<file path="src/rtl/dp_pkg.sv">
// dp_pkg: shared constants and helper functions for the dp_pipe datapath.
//   DP_MAX_W     widest operand the helpers handle
//   DP_UNSIGNED / DP_SIGNED  arithmetic mode selectors
//   prod_w()     product / difference width for a given operand width
//   ext_d()      zero- or sign-extension of d to twice its width
//   gt()         d > e, unsigned or two's-complement
package dp_pkg;

  localparam int   DP_MAX_W    = 32;
  localparam logic DP_UNSIGNED = 1'b0;
  localparam logic DP_SIGNED   = 1'b1;

  function automatic int prod_w(input int w);
    return 2 * w;
  endfunction

  // Operand sits in the low w bits; the caller casts the result down to 2*w.
  function automatic logic [2*DP_MAX_W-1:0] ext_d(input logic [DP_MAX_W-1:0] d,
                                                  input int w, input logic sgn);
    logic [2*DP_MAX_W-1:0] r;
    logic                  msb;
    r   = {{DP_MAX_W{1'b0}}, d};
    msb = |(d & (DP_MAX_W'(1) << (w - 1)));
    if (sgn == DP_SIGNED && msb) begin
      for (int i = 0; i < 2*DP_MAX_W; i++) begin
        if (i >= w) r[i] = 1'b1;
      end
    end
    return r;
  endfunction

  // Flipping the sign bit maps two's-complement order onto unsigned order.
  function automatic logic gt(input logic [DP_MAX_W-1:0] d, input logic [DP_MAX_W-1:0] e,
                              input int w, input logic sgn);
    logic [DP_MAX_W-1:0] flip;
    flip = (sgn == DP_SIGNED) ? (DP_MAX_W'(1) << (w - 1)) : '0;
    return (d ^ flip) > (e ^ flip);
  endfunction

endpackage

</file>
<file path="src/rtl/dp_pipe_stage_reg.sv">
// dp_stage_reg: one pipeline stage (valid flag + data word).
//   i_clk, i_rst  clock, synchronous active-high reset (clears valid and data)
//   i_load        stage advances: capture i_data and set valid
//   i_clr         contents consumed downstream: clear valid (load has priority)
//   i_data        incoming data word
//   o_valid       stage holds a live transaction
//   o_data        registered data word, held while i_load is low
module dp_stage_reg #(
  parameter int WIDTH = 8
) (
  input  logic             i_clk,
  input  logic             i_rst,
  input  logic             i_load,
  input  logic             i_clr,
  input  logic [WIDTH-1:0] i_data,
  output logic             o_valid,
  output logic [WIDTH-1:0] o_data
);

  logic             r_valid;
  logic [WIDTH-1:0] r_data;

  always_ff @(posedge i_clk) begin
    if (i_rst) begin
      r_valid <= 1'b0;
      r_data  <= '0;
    end else begin
      if (i_load)     r_valid <= 1'b1;
      else if (i_clr) r_valid <= 1'b0;
      if (i_load)     r_data  <= i_data;
    end
  end

  assign o_valid = r_valid;
  assign o_data  = r_data;

endmodule

</file>
<file path="src/rtl/dp_pipe.sv">
// dp_pipe: two-stage valid/ready datapath.
//   d = a+b, e = a+c, f = a*c  (stage 1)
//   g = d>e, z = max(d,e), x = f - ext(d)  (stage 2, drives outputs)
// Parameters: WIDTH operand width, SIGNED 0 unsigned / 1 two's-complement.
// Ports:
//   Clk, Rst              clock, synchronous active-high reset
//   in_valid, in_ready    operand handshake; in_ready is combinational from out_ready
//   a, b, c               WIDTH-bit operands
//   out_valid, out_ready  result handshake
//   z (WIDTH), g (1), x (2*WIDTH)  results, stable while stalled
module dp_pipe
  import dp_pkg::*;
#(
  parameter int   WIDTH  = 8,
  parameter logic SIGNED = DP_UNSIGNED
) (
  input  logic                 Clk,
  input  logic                 Rst,
  input  logic                 in_valid,
  output logic                 in_ready,
  input  logic [WIDTH-1:0]     a,
  input  logic [WIDTH-1:0]     b,
  input  logic [WIDTH-1:0]     c,
  output logic                 out_valid,
  input  logic                 out_ready,
  output logic [WIDTH-1:0]     z,
  output logic                 g,
  output logic [2*WIDTH-1:0]   x
);

  localparam int PW  = prod_w(WIDTH);
  localparam int S1W = 2*WIDTH + PW;
  localparam int S2W = 1 + WIDTH + PW;

  logic           w_adv1;
  logic           w_adv2;
  logic           w_out_xfer;
  logic           w_vld_p1;
  logic           w_vld_p2;

  // ---- stage 0 -> 1: add, add, multiply ----
  logic           w_sa_p0;
  logic           w_sc_p0;
  logic signed [PW-1:0] w_ax_p0;
  logic signed [PW-1:0] w_cx_p0;
  logic [WIDTH-1:0] w_d_p0;
  logic [WIDTH-1:0] w_e_p0;
  logic [PW-1:0]    w_f_p0;
  logic [S1W-1:0]   w_data_p1;

  // Extending both operands to PW bits makes one PW-bit multiply serve both modes.
  assign w_sa_p0 = (SIGNED == DP_SIGNED) ? a[WIDTH-1] : 1'b0;
  assign w_sc_p0 = (SIGNED == DP_SIGNED) ? c[WIDTH-1] : 1'b0;
  assign w_ax_p0 = {{WIDTH{w_sa_p0}}, a};
  assign w_cx_p0 = {{WIDTH{w_sc_p0}}, c};
  assign w_d_p0  = a + b;
  assign w_e_p0  = a + c;
  assign w_f_p0  = w_ax_p0 * w_cx_p0;

  dp_stage_reg #(.WIDTH(S1W)) u_s1 (
    .i_clk   (Clk),
    .i_rst   (Rst),
    .i_load  (w_adv1),
    .i_clr   (w_adv2),
    .i_data  ({w_d_p0, w_e_p0, w_f_p0}),
    .o_valid (w_vld_p1),
    .o_data  (w_data_p1)
  );

  // ---- stage 1 -> 2: compare, select, subtract ----
  logic [WIDTH-1:0] w_d_p1;
  logic [WIDTH-1:0] w_e_p1;
  logic [PW-1:0]    w_f_p1;
  logic             w_g_p1;
  logic [WIDTH-1:0] w_z_p1;
  logic [PW-1:0]    w_dx_p1;
  logic [PW-1:0]    w_x_p1;
  logic [S2W-1:0]   w_data_p2;

  assign {w_d_p1, w_e_p1, w_f_p1} = w_data_p1;
  assign w_g_p1  = gt(DP_MAX_W'(w_d_p1), DP_MAX_W'(w_e_p1), WIDTH, SIGNED);
  assign w_z_p1  = w_g_p1 ? w_d_p1 : w_e_p1;
  assign w_dx_p1 = PW'(ext_d(DP_MAX_W'(w_d_p1), WIDTH, SIGNED));
  assign w_x_p1  = w_f_p1 - w_dx_p1;

  dp_stage_reg #(.WIDTH(S2W)) u_s2 (
    .i_clk   (Clk),
    .i_rst   (Rst),
    .i_load  (w_adv2),
    .i_clr   (w_out_xfer),
    .i_data  ({w_g_p1, w_z_p1, w_x_p1}),
    .o_valid (w_vld_p2),
    .o_data  (w_data_p2)
  );

  // ---- handshake ----
  // Stage 2 may refill in the same edge it is drained, so in_ready sees out_ready directly.
  assign w_out_xfer = w_vld_p2 && out_ready;
  assign w_adv2     = w_vld_p1 && (!w_vld_p2 || out_ready);
  assign in_ready   = !w_vld_p1 || w_adv2;
  assign w_adv1     = in_valid && in_ready;

  assign out_valid    = w_vld_p2;
  assign {g, z, x}    = w_data_p2;

endmodule
</file>
<file path="config.mk">
export PLATFORM = sky130hd
export DESIGN_NAME = dp_pipe
export DESIGN_NICKNAME = d
export VERILOG_FILES = /design/src/rtl/dp_pkg.sv /design/src/rtl/dp_pipe_stage_reg.sv /design/src/rtl/dp_pipe.sv
export SDC_FILE = /design/constraint.sdc
export NUM_CORES = 1
export LEC_CHECK = 0
export ABC_AREA = 1
export BUFFER_PORTS_ARGS = -buffer_cell sky130_fd_sc_hd__buf_2
export CORE_MARGIN = 2
export CORE_UTILIZATION = 62
export CTS_CLUSTER_DIAMETER = 30
export DETAILED_ROUTE_END_ITERATION = 8
export PLACE_DENSITY = 0.95
export SYNTH_ARGS = -nofsm -noshare
export SYNTH_HDL_FRONTEND = slang
export SYNTH_SLANG_ARGS = --single-unit
</file>
<file path="constraint.sdc">
create_clock -name Clk -period 4.94 [get_ports Clk]
set_input_delay 0.247 -clock Clk [delete_from_list [all_inputs] [get_ports Clk]]
set_output_delay 0.247 -clock Clk [all_outputs]
set_load 0.05 [all_outputs]
</file>
Word level (Yosys, flattened, before mapping)

Index checks and enable logic that the tools add are counted.

Order comparisons: 1
Reductions and logical operators: 9
Muxes and demuxes: 5
Multipliers: 1
$add $sub $neg: 3

Operator list:

| cell                                          | count |
|---|---|
| 8-bit adder                                   | 2 |
| 8-bit by 8-bit multiplier with 16-bit output  | 1 |
| 16-bit by 8-bit subtractor with 16-bit output | 1 |
| 8-bit > comparator                            | 1 |
| 8-bit two-way mux                             | 1 |
| 1-bit two-way mux                             | 4 |
| 2-bit nonzero test                            | 2 |
| 1-bit logical AND                             | 3 |
| 1-bit logical NOT                             | 2 |
| 1-bit logical OR                              | 2 |

Word-level logic and storage cells: 23
Bits of input ports: 28
Output and inout port bits: 27
Flip-flop bits (word level): 59

Longest topological paths before layout

Word-level depth: 6
Gate-level depth with buffers: 22

Modules after synthesis

Synthesis repeated with hierarchy kept, for this count alone.

Cell total of the unflattened synthesis: 874
Area total of the unflattened synthesis: 5948.2 µm²

By module, submodules not included:

| module              | instances | area each (µm²) | cells an instance |
|---|---|---|---|
| dp_pipe             | 1         | 3897.5          | 619 |
| dp_stage_reg (u_s1) | 1         | 1152.4          | 143 |
| dp_stage_reg (u_s2) | 1         | 898.4           | 112 |

Least setup slack after synthesis

No wires, ideal clock.

Kind: input to register
Start point: input a[1]
End point: register u_s1.r_data[10] (netlist: u_s1.o_data[10])
Required time: 4.825 ns
Data arrival time: 3.696 ns
Buffers on the path: 1
Setup time: 0.115 ns
Cell stages on the path: 19
Setup slack: 1.129 ns
Cells stage by stage: clkbuf_1 -> nand2_1 -> fa_1 -> fa_1 -> inv_1 -> fa_1 -> inv_1 -> fa_1 -> inv_1 -> ha_1 -> nand2_1 -> nand2_1 -> nand2_1 -> nand2_1 -> inv_1 -> nand2_1 -> xor2_1 -> o21ai_0 -> inv_1

Word-level cells in the longest chain between the ends: 1

Ends and longest elaborated chain:

| element                                      | RTL line                | text |
|---|---|---|
| from (decl)                                  | dp_pipe.sv:21           | `input logic [WIDTH-1:0] a,` |
| 8-bit by 8-bit multiplier with 16-bit output | dp_pipe.sv:58           | `assign w_f_p0 = w_ax_p0 * w_cx_p0;` |
| to (signal assigned)                         | dp_pipe_stage_reg.sv:30 | `if (i_load) r_data <= i_data;` |
| to (decl)                                    | dp_pipe_stage_reg.sv:21 | `logic [WIDTH-1:0] r_data;` |

No other way between the ends.
A chain may end at the register's enable or synchronous reset.

Worst setup path in the final report

Start point: input a[4]
End point: register u_s1.r_data[10] (netlist: u_s1.o_data[10])

The elaborated chain is that of the path after synthesis.

==> metrics.sh <==
OUTCOME='complete, no violations'
LAYOUT.CELLS.MOST_COMMON_LIST='inv_1 (221), nand2_1 (210), nor2_1 (73)'
PWR-SHARE-SEQ_PCT=23.7
RSZ0062_AT_GRT='false'
TIMING.SETUP.CRITICAL_PATH_CLASS='in -> reg'
INITIAL_CORE_UTIL_PCT=63.0
FLOORPLAN.DIE.HEIGHT_UM=103
CRITPATHCAPTURE='u_s1.o_data[10]'
HPWL_DP_UM=10600
HOLDBUFCOUNTCTS=0
NET-SWITCHING-POWER_mW=1.15
CTS_SETUP_BUFFERS=0
CTS.PATH.MAX_BUFFERS=2
GRT_START_MAX_NET_PINS=49
TIMING.CRITICAL_PATH.CELLS='buf_2 > ha_1 > fa_1 > fa_1 > fa_1 > inv_1 > fa_1 > inv_1 > ha_1 > nand2_1 > inv_1 > nand2_1 > nand2_1 > inv_1 > nand2_1 > xor2_1 > o21ai_0 > inv_1'
PLACEMENT.SETUP.WORST_SLACK_PS=924
YOSYSWARNINGCOUNT=0
CLOCK_TREE.HTREE_LEVEL_COUNT=3
ROUTEDWLPERCELL_UM=12.7
DRC_ERRORS=0
NETLIST_AREA_SQ_UM=6070
POWER.DENSITY_CELL_AREA_nW_PER_UM2=372
FINAL_COMMON_CELL='inv_1'
LAYOUT_CELL_SHARE_WITH_DRIVE_STRENGTH_BEYOND_1_PCT=9.83
SYNTH_FLOP_CELL='dfxtp_1'
TNS_PS=0
LAYOUT_WORST_PATH_CYCLE_SHARE_PCT=74.3
CTS_ROOT_BUFFER='clkbuf_8'
FIRST_GLOBAL_VIAS=5377
LEAKAGE_POWER_FIGURE_nW=4.01
CRIT_PATH_FREQUENT_CELL='inv_1'
WIRELENGTH_UM=13800
PLACEMENTROWS=36
GLOBALPLACE.CONGESTION=0.925
CRIT_PATH_TOP_DELAY_CELL='fa_1'
CLOCK.FMAX_MHz=272
WORST-R2R-CELL-COUNT=6
RELSLEWSLACK_PCT=51.5
TIMING.RR.START='u_s2.o_valid'
WORSTPATHMAXFANOUT=9
TIMING.FINAL.MAX_SLEW_VIOLATIONS=0
GRT_PASS1_WL_UM=23300
FLOORPLAN.IO_PINS=55
FINISH.NET_COUNT=1085
GRT_ANTENNA_BEFORE_REPAIR=0
NET_SWITCHING_SHARE_OF_THE_TOTAL_POWER_PCT=46.8
DRT_PRE_ANTENNA_ITERS=6
CLKSLEWWORSTSETUPHOLDPATHS_PS=70
SYNTHDISTINCTLIBCELLS=39
CRITPATHLAUNCHTYPE='primary input'
TIMING.HOLD.WORST.CLASS='in -> reg'
POST_CTS_RESIZED=0
MIN-DELAY-START='out_ready'
CLOCK_POWER_SHARE_PCT=20.0
COMB_POWER_SHARE_PCT=56.2
CTS_NUM_SINKS=59
WORSTSETUPSTARTPOINT='a[4]'
ASYNC_FLOP_SHARE_PCT=0
ANTENNA_CELLS_INSERTED=0
FINCLKSKEW_PS=13.5
DETAIL_ROUTE.ITER0.VIOLATIONS=330
GLOBALROUTE.TOTALOVERFLOW=0
WORST_PATH_LARGEST_CELL_DELAY_PS=570
POSTSYNTHREGISTERBITS=59
SYNTH-SEQ-AREA-SHARE_PCT=19.5
PEAK_VDD_IR_mV=0.188
TIMING.RR.END='u_s1.o_data[31]'
CORE_AREA_SQ_UM=9640
AREAGROWTHSYNTHTOFINISH_PCT=8.92
POWER_REPORT.INTERNAL_TOTAL_mW=1.31
CP.REQUIRED_PS=5190
SYN_AVG_CELL_AREA_SQ_UM=6.70
SYNTH-EDFF-COUNT=0
INSERTION_DELAY_OF_THE_LATER_CLOCKED_PIN_IN_THE_WORST_SKEW_PAIR_PS=360
N_FILL_CELL=782
FINALCRITICALPERIOD_PS=3670
POSTSYNTHCELLCOUNT=906
CTS_BUFFERS=9
VIA_PER_INST=5.24
REG2REG_SLACK_PS=3010
GLOBAL_ROUTE.USAGE.TOTAL_PCT=27.7
NUMBER_OF_NETS_IN_THE_SYNTHESIZED_NETLIST=1040
WORSTMARGINPINSLEW_PS=727
DIE_X_UM=103
FINAL_HOLD_VIOL_COUNT=0
WORST_SETUP_PATH_END_KIND='flop'
DRV_CAP=0
ANT_NETS=0
DIE_AREA_SQ_UM=10600
WORSTPATHARRIVAL_PS=3920
SETUP_SLACK_PS=1270
CTS_TREE='yes'
IO_BUFFER_COUNT=54
TOTAL_VIA_COUNT_AFTER_DETAILED_ROUTING=5709
SETUP_VIOL=0
==> critical path, delay by kind of cell <==
kind                       cells  cell delay, ps
AOI/OAI and AO/OA              1             140
xor gates and xnor gates       1             130
adders and majority gates      6            2690
buffers and inverters          6             410
and+or+nand+nor                4             300
==> per-layer routing <==
metal  share of wire (%)  track usage (%)  vias up
met5                   0                0        -
li1                    -                -     2854
met2                  48             49.3      235
met3                 6.8             2.98       34
met1                  42             34.0     2586
met4                 2.6             11.5        0
==> sequential cells by signal (all words and copies together) (netlist names) <==
| signal | count |
|---|---|
| u_s1.o_data | 32 |
| u_s1.o_valid | 1 |
| u_s2.o_data | 25 |
| u_s2.o_valid | 1 |
==> metrics by stage <==
step | total power, mW | util, % | hold slack, ps | cells | cell area [sq um]
2_1_floorplan | 1.66 | - | 435 | 906 | 6070
3_3_place_gp | 1.89 | 66.3 | 456 | 1073 | 6390
3_5_place_dp | 1.94 | 66.3 | 457 | 1073 | 6390
4_1_cts | 2.45 | 68.6 | 198 | 1089 | 6610
5_1_grt | 2.69 | 68.6 | 224 | 1089 | 6610
6_report | 2.46 | 68.6 | 200 | 1089 | 6610
==> layout make-up <==
class | count | area, sq um | share of cell area [%]
clock buffers | 9 | 124 | 1.87
clock inverters | 7 | 101 | 1.53
inverters | 224 | 841 | 12.7
multi-input cells | 603 | 3930 | 59.4
flip-flops and latches | 59 | 1180 | 17.9
well taps | 133 | 166 | 2.52
repair buffers | 54 | 270 | 4.09
==> cell usage after synthesis, drive strengths merged, types with 2 or more instances <==
cell	count	area [sq um]
nand2	221	862
xor2	13	114
ha	67	838
clkbuf	6	32.5
nor2	75	287
fa	39	781
dfxtp	59	1180
o211ai	5	37.5
buf	14	87.6
inv	224	841
nand3b	3	22.5
nor3	2	10.0
o21ai	35	175
o21bai	3	26.3
a21oi	49	253
a21o	2	15.0
nand3	73	380
xnor2	2	17.5
nand4	9	77.6
==> cell families (layout without fill, tap and decap cells) <==
group                      count (synthesis)  in the layout  share of synthesized area, %
and+or+nand+nor                          385            385                          27.2
buffers and inverters                    244            294                          15.8
adders and majority gates                106            106                          26.7
AOI/OAI and AO/OA                         97             97                          8.70
DFF                                       59             59                          19.5
xor gates and xnor gates                  15             15                          2.16
==> worst min-delay path by stage <==
stage,end,cells past startpoint
after floorplan,u_s1.o_data[0],2
after global placement,u_s1.o_data[0],2
after detailed placement,u_s1.o_data[0],2
after CTS,u_s2.o_valid,4
after global routing,u_s2.o_valid,4
final,u_s2.o_valid,4
==> power by group through the flow <==
stage               combinational [mW]  clock [mW]  sequential, mW
floorplan                         1.01           0           0.650
global placement                  1.30           0           0.588
detailed placement                1.35           0           0.590
CTS                               1.37       0.496           0.582
global route                      1.58       0.517           0.590
finish                            1.38       0.493           0.583
Power figures use the tool's default switching activity.
